`config.mk`:
```
export PLATFORM = sky130hd
export DESIGN_NAME = key_event_flat
export DESIGN_NICKNAME = d
export VERILOG_FILES = /design/src/rtl/key_event_pkg.sv /design/src/rtl/key_event_if.sv /design/src/rtl/key_event_hold_timer.sv /design/src/rtl/key_event.sv /design/src/flat_wrapper.sv
export SDC_FILE = /design/constraint.sdc
export NUM_CORES = 1
export LEC_CHECK = 0
export CORE_MARGIN = 3
export CORE_UTILIZATION = 55
export CTS_CLUSTER_DIAMETER = 40
export CTS_CLUSTER_SIZE = 12
export DETAILED_ROUTE_END_ITERATION = 12
export PLACE_DENSITY = 0.83
export SLEW_MARGIN = 20
export SYNTH_ARGS = -nofsm -noshare
export SYNTH_HDL_FRONTEND = slang
export SYNTH_SLANG_ARGS = --single-unit
```
`constraint.sdc`:
```
create_clock -name clk -period 4.4 [get_ports clk]
set_input_delay 0.44 -clock clk [delete_from_list [all_inputs] [get_ports clk]]
set_output_delay 0.44 -clock clk [all_outputs]
set_load 0.02 [all_outputs]
```
`src/rtl/key_event_pkg.sv`:
```
// Shared definitions for the key front end: FSM state encodings, the bundle
// of one-cycle event pulses, and default time constants in clock cycles.
package key_event_pkg;

    localparam int unsigned KEY_NBITS = 27;

    // Default time constants at 100 MHz; the debounce stage uses the same table.
    localparam logic [KEY_NBITS-1:0] KEY_LONG_CYCLES   = 27'd100_000_000; // 1 s
    localparam logic [KEY_NBITS-1:0] KEY_REPEAT_CYCLES = 27'd20_000_000;  // 0.2 s
    localparam logic [KEY_NBITS-1:0] DEBOUNCE_CYCLES   = 27'd2_000_000;   // 20 ms

    // FSM state encodings.
    localparam logic [1:0] ST_IDLE    = 2'd0;
    localparam logic [1:0] ST_PRESSED = 2'd1;
    localparam logic [1:0] ST_HELD    = 2'd2;

    // One-cycle event pulses produced by key_event.
    typedef struct packed {
        logic press;
        logic rel;
        logic click;
        logic long_ev;
        logic rep;
    } key_pulses_t;

endpackage

```
`src/rtl/key_event_if.sv`:
```
// Key level in, event pulses and held level out. The master drives the
// debounced key level; the slave (key_event) produces the events.
interface key_event_if;

    logic key_i;
    logic press_o;
    logic release_o;
    logic click_o;
    logic long_o;
    logic repeat_o;
    logic held_o;

    modport master (
        output key_i,
        input  press_o, release_o, click_o, long_o, repeat_o, held_o
    );

    modport slave (
        input  key_i,
        output press_o, release_o, click_o, long_o, repeat_o, held_o
    );

endinterface

```
`src/rtl/key_event_hold_timer.sv`:
```
// Hold timer: free-running up-counter with synchronous clear and enable.
// tc flags the last cycle of a period of cmp cycles; cmp == 0 means no
// terminal count, and the counter then sticks at all-ones instead of wrapping.
module key_event_hold_timer #(
    parameter int unsigned NBITS = 27
) (
    input  logic             clk,
    input  logic             rst_n,
    input  logic             clr,
    input  logic             en,
    input  logic [NBITS-1:0] cmp,
    output logic             tc
);

    logic [NBITS-1:0] cnt;

    assign tc = (cmp != '0) && (cnt == cmp - NBITS'(1));

    // Count while enabled; clear wins over enable; hold at all-ones.
    always_ff @(posedge clk or negedge rst_n) begin
        // NOTE: state is written with <= so every register samples the values
        // from before this edge; blocking = here would create ordering races.
        if (!rst_n) begin
            cnt <= '0;
        end else if (clr) begin
            cnt <= '0;
        end else if (en && (cnt != '1)) begin
            cnt <= cnt + NBITS'(1);
        end
    end

endmodule

```
`src/rtl/key_event.sv`:
```
// Turns the debounced key level into one-cycle press, release, click,
// long-press and auto-repeat pulses plus a held level. All outputs are
// registered, so every event appears one clock after the edge that caused it.
module key_event
    import key_event_pkg::*;
#(
    parameter int unsigned      NBITS         = KEY_NBITS,
    parameter logic [NBITS-1:0] LONG_CYCLES   = NBITS'(KEY_LONG_CYCLES),
    parameter logic [NBITS-1:0] REPEAT_CYCLES = NBITS'(KEY_REPEAT_CYCLES)
) (
    input  logic           clk,
    input  logic           rst_n,
    key_event_if.slave     bus
);

    logic [1:0]       state;
    logic [1:0]       state_nxt;
    logic             key_q;
    key_pulses_t      pulses_q;
    key_pulses_t      pulses_nxt;
    logic             held_q;

    logic             tmr_clr;
    logic             tmr_en;
    logic [NBITS-1:0] tmr_cmp;
    logic             tmr_tc;

    key_event_hold_timer #(
        .NBITS (NBITS)
    ) u_hold_timer (
        .clk   (clk),
        .rst_n (rst_n),
        .clr   (tmr_clr),
        .en    (tmr_en),
        .cmp   (tmr_cmp),
        .tc    (tmr_tc)
    );

    // Next-state and event decode; a release always beats a timer terminal count.
    always_comb begin
        // NOTE: every signal gets a default before the case so that no path
        // leaves one unassigned, which would otherwise infer a latch.
        state_nxt  = state;
        pulses_nxt = '0;
        tmr_clr    = 1'b0;
        tmr_en     = 1'b0;
        tmr_cmp    = LONG_CYCLES;

        case (state)
            ST_IDLE: begin
                // key_q is 0 out of reset, so a key already down counts as a press.
                if (bus.key_i && !key_q) begin
                    pulses_nxt.press = 1'b1;
                    tmr_clr          = 1'b1;
                    state_nxt        = ST_PRESSED;
                end
            end

            ST_PRESSED: begin
                tmr_cmp = LONG_CYCLES;
                if (!bus.key_i) begin
                    pulses_nxt.rel   = 1'b1;
                    pulses_nxt.click = 1'b1;
                    state_nxt        = ST_IDLE;
                end else if (tmr_tc) begin
                    pulses_nxt.long_ev = 1'b1;
                    tmr_clr            = 1'b1;
                    state_nxt          = ST_HELD;
                end else begin
                    tmr_en = 1'b1;
                end
            end

            ST_HELD: begin
                // A zero repeat period never raises tc; the timer just saturates.
                tmr_cmp = REPEAT_CYCLES;
                if (!bus.key_i) begin
                    pulses_nxt.rel = 1'b1;
                    state_nxt      = ST_IDLE;
                end else if (tmr_tc) begin
                    pulses_nxt.rep = 1'b1;
                    tmr_clr        = 1'b1;
                end else begin
                    tmr_en = 1'b1;
                end
            end

            default: begin
                state_nxt = ST_IDLE;
            end
        endcase
    end

    // State, key history and registered outputs; reset aborts without a release pulse.
    always_ff @(posedge clk or negedge rst_n) begin
        if (!rst_n) begin
            state    <= ST_IDLE;
            key_q    <= 1'b0;
            pulses_q <= '0;
            held_q   <= 1'b0;
        end else begin
            state    <= state_nxt;
            key_q    <= bus.key_i;
            pulses_q <= pulses_nxt;
            held_q   <= (state_nxt == ST_HELD);
        end
    end

    assign bus.press_o   = pulses_q.press;
    assign bus.release_o = pulses_q.rel;
    assign bus.click_o   = pulses_q.click;
    assign bus.long_o    = pulses_q.long_ev;
    assign bus.repeat_o  = pulses_q.rep;
    assign bus.held_o    = held_q;

endmodule

```
`src/flat_wrapper.sv`:
```
// flat-port wrapper written by rule: the top's interface ports become plain ports
module key_event_flat import key_event_pkg::*;
#(
    parameter int unsigned      NBITS         = KEY_NBITS,
    parameter logic [NBITS-1:0] LONG_CYCLES   = NBITS'(KEY_LONG_CYCLES),
    parameter logic [NBITS-1:0] REPEAT_CYCLES = NBITS'(KEY_REPEAT_CYCLES)
)
  (clk, rst_n, bus_key_i, bus_press_o, bus_release_o, bus_click_o, bus_long_o, bus_repeat_o, bus_held_o);
  key_event_if bus_i ();
  input  logic clk;
  input  logic rst_n;
  input wire logic [$bits(bus_i.key_i)-1:0] bus_key_i;
  output wire logic [$bits(bus_i.press_o)-1:0] bus_press_o;
  output wire logic [$bits(bus_i.release_o)-1:0] bus_release_o;
  output wire logic [$bits(bus_i.click_o)-1:0] bus_click_o;
  output wire logic [$bits(bus_i.long_o)-1:0] bus_long_o;
  output wire logic [$bits(bus_i.repeat_o)-1:0] bus_repeat_o;
  output wire logic [$bits(bus_i.held_o)-1:0] bus_held_o;
  assign bus_i.key_i = bus_key_i;
  assign bus_press_o = bus_i.press_o;
  assign bus_release_o = bus_i.release_o;
  assign bus_click_o = bus_i.click_o;
  assign bus_long_o = bus_i.long_o;
  assign bus_repeat_o = bus_i.repeat_o;
  assign bus_held_o = bus_i.held_o;
  key_event #(.NBITS(NBITS), .LONG_CYCLES(LONG_CYCLES), .REPEAT_CYCLES(REPEAT_CYCLES)) u_core (.clk(clk), .rst_n(rst_n), .bus(bus_i));
endmodule
```
; ---- Word level (Yosys, flattened, before mapping)
; Cells that the tools add are included.
[word_totals]
reg_bits = 36
out_inout_bits = 6
word_cells = 45
[op_classes]
n_reduce_logical = 8
n_addsub = 2
muxes = 21
n_eq_ne = 5
[op_table]
columns = op, n
row1 = $mux 27, 3
row2 = $add 27x1->27 const B, 1
row3 = $eq 27x27->1, 1
row4 = $ne 27x27->1 const B, 1
row5 = $reduce_bool 27->1, 1
row6 = $sub 27x1->27 const B, 1
row7 = $mux 2, 6
row8 = $mux 1, 9
row9 = $pmux 2 s3, 1
row10 = $eq 2x2->1 const B, 2
row11 = $pmux 1 s2, 2
row12 = $logic_and 1x1->1, 3
row13 = $eq 2x1->1 const B, 1
row14 = $logic_not 2->1, 1
row15 = $reduce_bool 2->1, 1
row16 = $reduce_or 2->1, 1
row17 = $logic_not 1->1, 1

; ---- Logic depth before layout (Yosys ltp)
; Gate-level depths: netlist of the first run.
[logic_depth]
ltp_word = 11
mapped_depth = 9
mapped_depth_nobuf = 7

; ---- Modules after synthesis
; From an unflattened synthesis of the first run, not the netlist that was laid out.
[hier_totals]
cells_unflattened = 311
hier_area_um2 = 2666.3
[modules_own_cells]
columns = module, n_inst, seq_area_each_um2, area_each_um2, cells_each
row1 = key_event_hold_timer, 1, 675.6, 2245.9, 274
row2 = key_event, 1, 225.2, 420.4, 37

; ---- Least setup slack after synthesis of the first run
; No wires, ideal clock.
[synth_timing]
path_type = register -> register
start = reg u_core.state[0]
end = reg u_core.u_hold_timer.cnt[8]
t_arrival_ns = 2.005
n_path_buf = 0
setup_slack_ns = 2.317
required_time_ns = 4.323
path_stages_with_launch = 8
cell_sequence = dfrtp_1 -> inv_1 -> ha_1 -> and4b_1 -> and3_1 -> o211a_1 -> or4_1 -> a21oi_1
[synth_between]
elab_chain_len = 10
[synth_lines]
columns = element, line
row1 = "start, declared", key_event.sv:16  ; logic [1:0] state;
row2 = "start signal, assigned", key_event.sv:102  ; state <= state_nxt;
row3 = $eq 2x2->1, key_event.sv:49  ; case (state)
row4 = $mux 27, key_event.sv:49
row5 = $sub 27x1->27, key_event_hold_timer.sv:17  ; assign tc = (cmp != '0) && (cnt == cmp - NBITS'(1));
row6 = $eq 27x27->1, key_event_hold_timer.sv:17
row7 = $logic_and 1x1->1, key_event_hold_timer.sv:17
row8 = $mux 1, "key_event.sv:65, key_event.sv:80"
row9 = $mux 1, key_event.sv:61  ; if (!bus.key_i) begin
row10 = $mux 1, n/a
row11 = $logic_and 1x1->1, key_event_hold_timer.sv:27  ; end else if (en && (cnt != '1)) begin
row12 = $reduce_bool 2->1 (no line), n/a
row13 = "end signal, assigned", key_event_hold_timer.sv:28  ; cnt <= cnt + NBITS'(1);
row14 = "end, declared", key_event_hold_timer.sv:15  ; logic [NBITS-1:0] cnt;
; Several ways; a longest one is shown, not always the timed one.
; A chain may end at the register's enable or synchronous reset.

; ---- Worst setup path in the final report of the first run
[layout_timing]
start = reg u_core.u_hold_timer.cnt[0]
end = reg u_core.u_hold_timer.cnt[24]
[layout_between]
elab_chain_len = 7
[layout_lines]
columns = element
row1 = "parallel branches: the longest is 7 deep, another holds $add 27x1->27"
; Parallel ways; which one is timed is not known. The select of a mux whose other input is x is not followed.

==> results of run 1 <==
-- critical path: stages, from the launching register on --
cell	delay (ps)
dfrtp_1	400
ha_1	200
nand3_1	200
nor2_1	460
and3_1	950
o21ai_0	230
a21oi_1	160
-- report_power, final --
part           total, mW  switching (mW)  internal, mW  leakage, nW
Combinational      0.133          0.0848        0.0480        0.359
Sequential         0.370          0.0172         0.353        0.495
Clock              0.241           0.116         0.125       0.0510
-- per-stage QoR --
stage               instance area, um2  cells  worst slack (ps)
finish                            2270    278              1710
CTS                               2270    278              1760
global placement                  2180    270              1680
floorplan                         2120    228              2320
detailed placement                2180    270              1620
global route                      2270    278              1350
-- per-layer routing --
layer / GRT usage, % / wire [um] / up-vias
met5: 0 / 0 / -
met4: 7.69 / 55 / 0
met3: 5.42 / 260 / 7
met2: 34.5 / 2060 / 62
met1: 32.1 / 2050 / 917
li1: - / - / 890
-- cells in the final DEF (no fill, tap or decap), types with 2 or more instances in the layout --
cell             count
or3_1               13
clkbuf_8             6
and2_1               4
ha_1                 5
nor4_1               2
nor2b_1              4
clkdlybuf4s50_1      7
nor2_1               8
nand4_1             11
nor2_2               2
nand3_1             14
and3_1               6
o31ai_1             12
a21oi_1             27
or4_1               13
and4_1               5
o21ai_0             15
nor3_1               4
clkinv_2             2
inv_1                5
and4b_1              2
nand2_1             11
dfrtp_1             36
-- layout make-up --
type | instances | area (um2) | share of cell area, %
multi-input combinational | 175 | 1130 | 49.6
sequential | 36 | 901 | 39.6
clock buffer | 6 | 82.6 | 3.63
timing repair buffer | 8 | 75.1 | 3.30
tap | 46 | 57.6 | 2.53
inverter | 5 | 18.8 | 0.826
clock inverter | 2 | 10.0 | 0.440
-- worst min-delay path by stage --
stage / from / endpoint / slack [ps] / cells past startpoint
2_1_floorplan: rst_n / u_core.bus.click_o$_DFF_PN0_ / 140 / 0
3_3_place_gp: u_core.u_hold_timer.cnt[24]$_DFFE_PN0P_ / u_core.u_hold_timer.cnt[24]$_DFFE_PN0P_ / 550 / 2
3_5_place_dp: rst_n / u_core.u_hold_timer.cnt[24]$_DFFE_PN0P_ / 570 / 1
4_1_cts: rst_n / u_core.u_hold_timer.cnt[25]$_DFFE_PN0P_ / 260 / 1
5_1_grt: rst_n / u_core.u_hold_timer.cnt[16]$_DFFE_PN0P_ / 300 / 1
6_report: rst_n / u_core.u_hold_timer.cnt[16]$_DFFE_PN0P_ / 240 / 1
-- flip-flops by register name, summed over array words and instances (netlist names) --
name,cells
u_core.bus.release_o,1
u_core.bus.repeat_o,1
u_core.bus.held_o,1
u_core.bus.long_o,1
u_core.key_q,1
u_core.u_hold_timer.cnt,27
u_core.state,2
u_core.bus.press_o,1
u_core.bus.click_o,1
-- cells by family after synthesis --
group / after synthesis / synth area share [%]
AND/OR/NAND/NOR: 106 / 31.3
flip-flops: 36 / 42.5
buffers and inverters: 17 / 4.36
AO/OA/AOI/OAI: 63 / 18.5
adder cells (fa/ha/maj): 5 / 2.95
XOR/XNOR: 1 / 0.413
==> flow_metrics.env, run 1 <==
export IMPL_synthCells=228
export IMPL_cts_sinks=36
export IMPL_avgSynthCellArea_um2=9.31
export IMPL_totalNegativeSetupSlack_ps=0
export IMPL_ys_warn_count=0
export IMPL_holdWs_ps=236
export IMPL_cts_max_level=2
export IMPL_synth_top_area_cell="dfrtp_1"
export IMPL_worst_pin_slew_ps=1050
export IMPL_status="finished clean"
export IMPL_cp_start_kind="flip-flop"
export IMPL_cts_resized=0
export IMPL_synth_edf_count=0
export IMPL_syn_to_final_growth_pct=7.13
export IMPL_n_antenna_cell=0
export IMPL_synth_area_top_cells="dfrtp_1 (42%), a21oi_1 (6.4%), or4_1 (4.6%), o31ai_1 (4.2%), or3_1 (3.8%)"
export IMPL_synth_async_reset_ratio_pct=100
export IMPL_rows=21
export IMPL_synth_seq_cells=36
export IMPL_synthDistinctLibCells=41
export IMPL_period_share_pct=61.2
export IMPL_finalHoldViolCount=0
export IMPL_cts_setup_buffers=0
export IMPL_synth_commonest_cells="dfrtp_1 (36), a21oi_1 (27), o21ai_0 (15)"
export IMPL_dr_pass1_iters=4
export IMPL_r2r_slack_ps=1710
export IMPL_yosys_area_top_type_share_pct=42.5
export IMPL_fin_nets=239
export IMPL_leakage_nw=0.905
export IMPL_drt_total_wl_um=4430
export IMPL_cts_buffers=5
export IMPL_required_ps=4610
export IMPL_clk_insertion_delay_late_ps=290
export IMPL_path_clk_slew_ps=70
export IMPL_final_max_slew_violation_count=0
export IMPL_hpwl_um=2960
export IMPL_reg2reg_to="u_core.u_hold_timer.cnt[24]$_DFFE_PN0P_"
export IMPL_groute_usage_overall_pct=22.9
export IMPL_die_area_um2=4640
export IMPL_start_util_pct=60.3
export IMPL_rsz0062_at_grt="no"
export IMPL_cts_tree="built"
export IMPL_ios=9
export IMPL_nFillCells=306
export IMPL_fin_skew_ps=8.09
export IMPL_syn_area_um2=2120
export IMPL_arrival_ps=2900
export IMPL_synth_ff_type="dfrtp_1"
export IMPL_grt_max_degree=37
export IMPL_max_vdd_ir_drop_mv=0.247
export IMPL_drc_errors=0
export IMPL_post_route_util_pct=64.6
export IMPL_slew_headroom_pct=29.7
export IMPL_clockBufferDepth=2
export IMPL_grt_pass1_wl_um=8060
export IMPL_gr_total_overflow=0
export IMPL_design_core_area_um2=3520
export IMPL_place_congestion=0.864
export IMPL_wl_per_cell_um=15.9
export IMPL_startpoint="u_core.u_hold_timer.cnt[0]$_DFFE_PN0P_"
export IMPL_power_density_nw_per_um2=327
export IMPL_antenna_found_initial=0
export IMPL_r2r_cells=6
export IMPL_yosysSeqAreaShare_pct=42.5
export IMPL_endpoint_kind="flip-flop"
export IMPL_die_y_um=68.1
export IMPL_ant_nets=0
export IMPL_totalPowerFinal_uw=744
export IMPL_hp_class="input pin to asynchronous set/reset pin"
export IMPL_r2r_start="u_core.u_hold_timer.cnt[0]$_DFFE_PN0P_"
export IMPL_dr_total_vias=1876
export IMPL_cts_root_buf="clkbuf_8"
export IMPL_grt_pass1_vias=1736
export IMPL_yosysMostFrequentCell="dfrtp_1"
export IMPL_die_w_um=68.1
export IMPL_crit_end="u_core.u_hold_timer.cnt[24]$_DFFE_PN0P_"
export IMPL_drv_cap=0
export IMPL_initialDrtViolationCount=160
export IMPL_syn_nets=236
export IMPL_max_freq_ghz=0.372
export IMPL_crit_type="flip-flop to flip-flop"
export IMPL_portBuffers=8
export IMPL_setup_viol=0
export IMPL_cts_hold_buffers=0
export IMPL_detail_route_vias_per_cell=6.75
export IMPL_period_needed_ps=2690
export IMPL_drive_gt1_share_pct=7.33
export IMPL_cp_max_fo=36
No activity file was read; power rests on OpenSTA's default activity.
==> run 2: changes to the inputs <==
clock period = 2.7 ns   (was 4.4 ns; I/O delays follow)
==> run 2 against run 1 <==
Net effect: non-clock buffer count rose by 4; clock skew fell by 3.3 ps; hold slack got worse by 170 ps; design area rose by 0.66%; setup slack got worse by 1400 ps; clock power rose by 46%; combinational power rose by 71%; critical path depth rose by 1; sequential power rose by 63%; critical endpoint is now u_core.u_hold_timer.cnt[3]$_DFFE_PN0P_; largest cell class unchanged.
==> flow_metrics.env, run 2 (synthesized netlist as in run 1, its figures left out) <==
export IMPL_cts_setup_buffers=0
export IMPL_cts_sinks=36
export IMPL_final_max_slew_violation_count=0
export IMPL_worst_pin_slew_ps=782
export IMPL_ant_nets=0
export IMPL_detail_route_vias_per_cell=6.60
export IMPL_drive_gt1_share_pct=8.09
export IMPL_largestRegisters="u_core.u_hold_timer.cnt: 27 flops, u_core.state: 2 flops"
export IMPL_dr_pass1_iters=4
export IMPL_regMostFlops="u_core.u_hold_timer.cnt"
export IMPL_design_core_area_um2=3520
export IMPL_fin_nets=243
export IMPL_die_y_um=68.1
export IMPL_required_ps=2910
export IMPL_initialDrtViolationCount=166
export IMPL_drc_errors=0
export IMPL_rsz0062_at_grt="no"
export IMPL_clockBufferDepth=2
export IMPL_place_congestion=0.860
export IMPL_totalNegativeSetupSlack_ps=0
export IMPL_rows=21
export IMPL_groute_usage_overall_pct=23.5
export IMPL_die_w_um=68.1
export IMPL_cts_max_level=2
export IMPL_portBuffers=8
export IMPL_endpoint_kind="flip-flop"
export IMPL_power_density_nw_per_um2=517
export IMPL_largest_reg_flops=27
export IMPL_totalPowerFinal_mw=1.18
export IMPL_drt_total_wl_um=4710
export IMPL_grt_max_degree=37
export IMPL_grt_pass1_wl_um=8170
export IMPL_fin_skew_ps=4.80
export IMPL_dr_total_vias=1855
export IMPL_n_antenna_cell=0
export IMPL_period_share_pct=89.3
export IMPL_period_needed_ps=2410
export IMPL_gr_total_overflow=0
export IMPL_die_area_um2=4640
export IMPL_finalHoldViolCount=0
export IMPL_wl_met3_um=297
export IMPL_slew_headroom_pct=47.9
export IMPL_status="finished clean"
export IMPL_nFillCells=314
export IMPL_max_freq_ghz=0.415
export IMPL_met2WireLength_um=2180
export IMPL_wl_per_cell_um=16.8
export IMPL_cts_tree="built"
export IMPL_cts_buffers=5
export IMPL_cts_root_buf="clkbuf_8"
export IMPL_ios=9
export IMPL_arrival_ps=2620
export IMPL_leakage_nw=0.915
export IMPL_layout_commonest_cell="dfrtp_1"
export IMPL_crit_type="flip-flop to flip-flop"
export IMPL_start_util_pct=60.3
export IMPL_cp_max_fo=18
export IMPL_antenna_found_initial=0
export IMPL_setup_viol=0
export IMPL_post_route_util_pct=65.0
export IMPL_cp_start_kind="flip-flop"
export IMPL_path_clk_slew_ps=70
export IMPL_cts_resized=0
export IMPL_hpwl_um=3260
export IMPL_grt_pass1_vias=1717
export IMPL_max_vdd_ir_drop_mv=0.426
export IMPL_hp_class="input pin to asynchronous set/reset pin"
export IMPL_highest_layer="met4"
export IMPL_mostFrequentLayoutCells="dfrtp_1 (36), a21oi_1 (27), o21ai_0 (15)"
export IMPL_drv_cap=0
export IMPL_clk_insertion_delay_late_ps=280
export IMPL_cts_hold_buffers=0
export IMPL_syn_to_final_growth_pct=7.84
export IMPL_wl_met1_um=2150
-- run 2: cell types whose count changed in the layout (fill, tap and decap cells not counted), sizes merged --
cell / previous run / this run
clkinv: 2 / 1
buf: 1 / 5
-- run 2: final timing paths --
kind,startpoint,to,slack [ps],depth (start not counted)
max,u_core.state[0]$_DFF_PN0_,u_core.u_hold_timer.cnt[3]$_DFFE_PN0P_,290,7
min,rst_n,u_core.u_hold_timer.cnt[21]$_DFFE_PN0P_,60,1
max reg2reg,u_core.state[0]$_DFF_PN0_,u_core.u_hold_timer.cnt[3]$_DFFE_PN0P_,290,7
min reg2reg,u_core.u_hold_timer.cnt[24]$_DFFE_PN0P_,u_core.u_hold_timer.cnt[24]$_DFFE_PN0P_,570,2
max in group asynchronous,rst_n,u_core.state[1]$_DFF_PN0_,2150,1
min in group clk,u_core.u_hold_timer.cnt[24]$_DFFE_PN0P_,u_core.u_hold_timer.cnt[24]$_DFFE_PN0P_,570,2
-- run 2: critical path, stage by stage, from the launching register on --
cell and delay (ps):
dfrtp_1 400, inv_1 100, ha_1 280, and4b_1 220, and3_1 190, o211a_1 410
or4_1 570, a21oi_1 160
-- run 2: layer usage --
| metal | global-route usage [%] | vias up |
|---|---|---|
| li1 | - | 892 |
| met4 | 9.18 | 0 |
| met1 | 33.7 | 897 |
| met5 | 0 | - |
| met3 | 5.09 | 6 |
| met2 | 34.4 | 60 |
-- run 2: metrics by stage --
stage	hold WS (ps)	worst slack [ps]	area, um2	cells
2_1_floorplan	-25.6	617	2120	228
3_3_place_gp	396	379	2210	274
3_5_place_dp	399	301	2210	274
4_1_cts	87.5	279	2290	281
5_1_grt	126	19.4	2290	281
6_report	62.8	289	2290	281
-- run 2: where the power goes --
part	internal, mW	switching (mW)
combinational	0.0870	0.141
sequential	0.575	0.0277
clock	0.175	0.178
total	0.837	0.346
-- run 2: area by class of cell --
| class | instances | area [um2] | share of cell area, % |
|---|---|---|---|
| Multi-Input combinational cell | 175 | 1130 | 49.3 |
| Inverter | 5 | 18.8 | 0.820 |
| Sequential cell | 36 | 901 | 39.4 |
| Timing Repair Buffer | 12 | 105 | 4.59 |
| Tap cell | 46 | 57.6 | 2.52 |
| Clock buffer | 6 | 72.6 | 3.17 |
| Clock inverter | 1 | 5.00 | 0.219 |
==> run 3: changes to the inputs <==
CORE_ASPECT_RATIO = 0.5   (was not set)
CORE_UTILIZATION = 40   (was 55)
PLACE_DENSITY = 0.66   (was 0.83)
==> run 3 against run 2 <==
Net effect: sequential cell count unchanged; largest power group unchanged; critical endpoint is now u_core.u_hold_timer.cnt[5]$_DFFE_PN0P_; highest routed layer unchanged; non-clock buffer count unchanged; core utilization decreased by 19 points; total power shrank 0.64%; count of clock-buffer cells in the layout shrank 1.
==> flow_metrics.env, run 3 (synthesized netlist as in run 1, its figures left out) <==
export IMPL_status="finished clean"
export IMPL_die_area_um2=6270
export IMPL_cpLargestDelayFamily="simple AND/OR/NAND/NOR gates"
export IMPL_cts_buffers=5
export IMPL_rsz0062_at_grt="no"
export IMPL_hp_class="input pin to asynchronous set/reset pin"
export IMPL_arrival_ps=2660
export IMPL_cts_resized=0
export IMPL_fin_skew_ps=4.88
export IMPL_post_route_util_pct=46.2
export IMPL_largestRegisters="u_core.u_hold_timer.cnt: 27 flops, u_core.state: 2 flops"
export IMPL_seq_area_um2=901
export IMPL_grt_max_degree=37
export IMPL_drive_gt1_share_pct=8.15
export IMPL_crit_buf_inv=1
export IMPL_grt_pass1_vias=1851
export IMPL_n_antenna_cell=0
export IMPL_use_met3_pct=4.07
export IMPL_nFillCells=479
export IMPL_path_cells="inv_1, ha_1, and4b_1, and3_1, o211a_2, or4_1, a21oi_1"
export IMPL_cts_max_level=2
export IMPL_cp_start_kind="flip-flop"
export IMPL_drt_total_wl_um=4950
export IMPL_totalNegativeSetupSlack_ps=0
export IMPL_portBuffers=8
export IMPL_cp_max_fo=18
export IMPL_finalHoldViolCount=0
export IMPL_holdWs_ps=81.8
export IMPL_detail_route_vias_per_cell=6.22
export IMPL_antenna_found_initial=0
export IMPL_place_congestion=0.830
export IMPL_required_ps=2900
export IMPL_use_met1_pct=24.3
export IMPL_initialDrtViolationCount=195
export IMPL_setup_viol=0
export IMPL_clk_insertion_delay_late_ps=280
export IMPL_groute_usage_overall_pct=17.4
export IMPL_cts_sinks=36
export IMPL_largest_reg_flops=27
export IMPL_ant_nets=0
export IMPL_die_w_um=109
export IMPL_design_core_area_um2=5020
export IMPL_path_clk_slew_ps=70
export IMPL_layout_commonest_cell="dfrtp_1"
export IMPL_ios=9
export IMPL_syn_to_final_growth_pct=9.43
export IMPL_endpoint_kind="flip-flop"
export IMPL_gr_total_overflow=0
export IMPL_worst_pin_slew_ps=811
export IMPL_power_density_nw_per_um2=506
export IMPL_regMostFlops="u_core.u_hold_timer.cnt"
export IMPL_critPathSlowestCell="or4_1"
export IMPL_grt_util_met2_pct=27.8
export IMPL_wl_per_cell_um=16.3
export IMPL_hpwl_um=3430
export IMPL_start_util_pct=42.3
export IMPL_drv_cap=0
export IMPL_dr_total_vias=1885
export IMPL_mostFrequentLayoutCells="dfrtp_1 (36), a21oi_1 (27), o21ai_0 (15)"
export IMPL_cts_root_buf="clkbuf_8"
export IMPL_final_max_slew_violation_count=0
export IMPL_dr_pass1_iters=4
export IMPL_period_share_pct=90.8
export IMPL_critPathMaxStageDelay_ps=540
export IMPL_period_needed_ps=2450
export IMPL_max_freq_ghz=0.408
export IMPL_max_vdd_ir_drop_mv=0.250
export IMPL_cts_setup_buffers=0
export IMPL_crit_type="flip-flop to flip-flop"
export IMPL_cts_tree="built"
export IMPL_fin_nets=243
export IMPL_slew_headroom_pct=45.9
export IMPL_drc_errors=0
export IMPL_multi_input_area_um2=1130
export IMPL_grt_busiest_layer="met2"
export IMPL_leakage_nw=0.896
export IMPL_grt_pass1_wl_um=8760
export IMPL_cts_hold_buffers=0
export IMPL_clockBufferDepth=2
export IMPL_rows=18
export IMPL_die_y_um=57.5
[run 3: cell type report]
cell class | count | area share (%)
timing repair buffer | 12 | 5.06
tap | 70 | 3.77
multi-input combinational | 175 | 48.6
inverter | 5 | 0.808
clock buffer | 5 | 2.96
sequential | 36 | 38.8
[run 3: power breakdown]
part           total, mW  switching, mW  internal (mW)
registers          0.606         0.0305          0.575
logic              0.231          0.144         0.0875
clock network      0.339          0.173          0.166
[run 3: layer usage]
layer  part of all wire [%]  vias up
met5                      0        -
li1                       -      897
met3                    3.9        7
met4                    1.2        0
met1                     49      941
met2                     46       40
[run 3: final timing paths]
path,from,to,slack [ps],depth (start not counted)
min reg2reg,u_core.u_hold_timer.cnt[24]$_DFFE_PN0P_,u_core.u_hold_timer.cnt[24]$_DFFE_PN0P_,560,2
min,rst_n,u_core.state[1]$_DFF_PN0_,80,1
min in group clk,u_core.u_hold_timer.cnt[24]$_DFFE_PN0P_,u_core.u_hold_timer.cnt[24]$_DFFE_PN0P_,560,2
max in group asynchronous,rst_n,u_core.u_hold_timer.cnt[25]$_DFFE_PN0P_,2110,1
max reg2reg,u_core.state[0]$_DFF_PN0_,u_core.u_hold_timer.cnt[5]$_DFFE_PN0P_,250,7
max,u_core.state[0]$_DFF_PN0_,u_core.u_hold_timer.cnt[5]$_DFFE_PN0P_,250,7
[run 3: stage by stage]
step | std cells | power (mW) | setup WS [ps] | area, um2
after floorplan | 228 | 0.765 | 617 | 2120
after global placement | 298 | 0.835 | 382 | 2250
after detailed placement | 298 | 0.845 | 221 | 2250
after CTS | 303 | 1.19 | 201 | 2320
after global routing | 303 | 1.25 | 91.2 | 2320
final | 303 | 1.18 | 249 | 2320
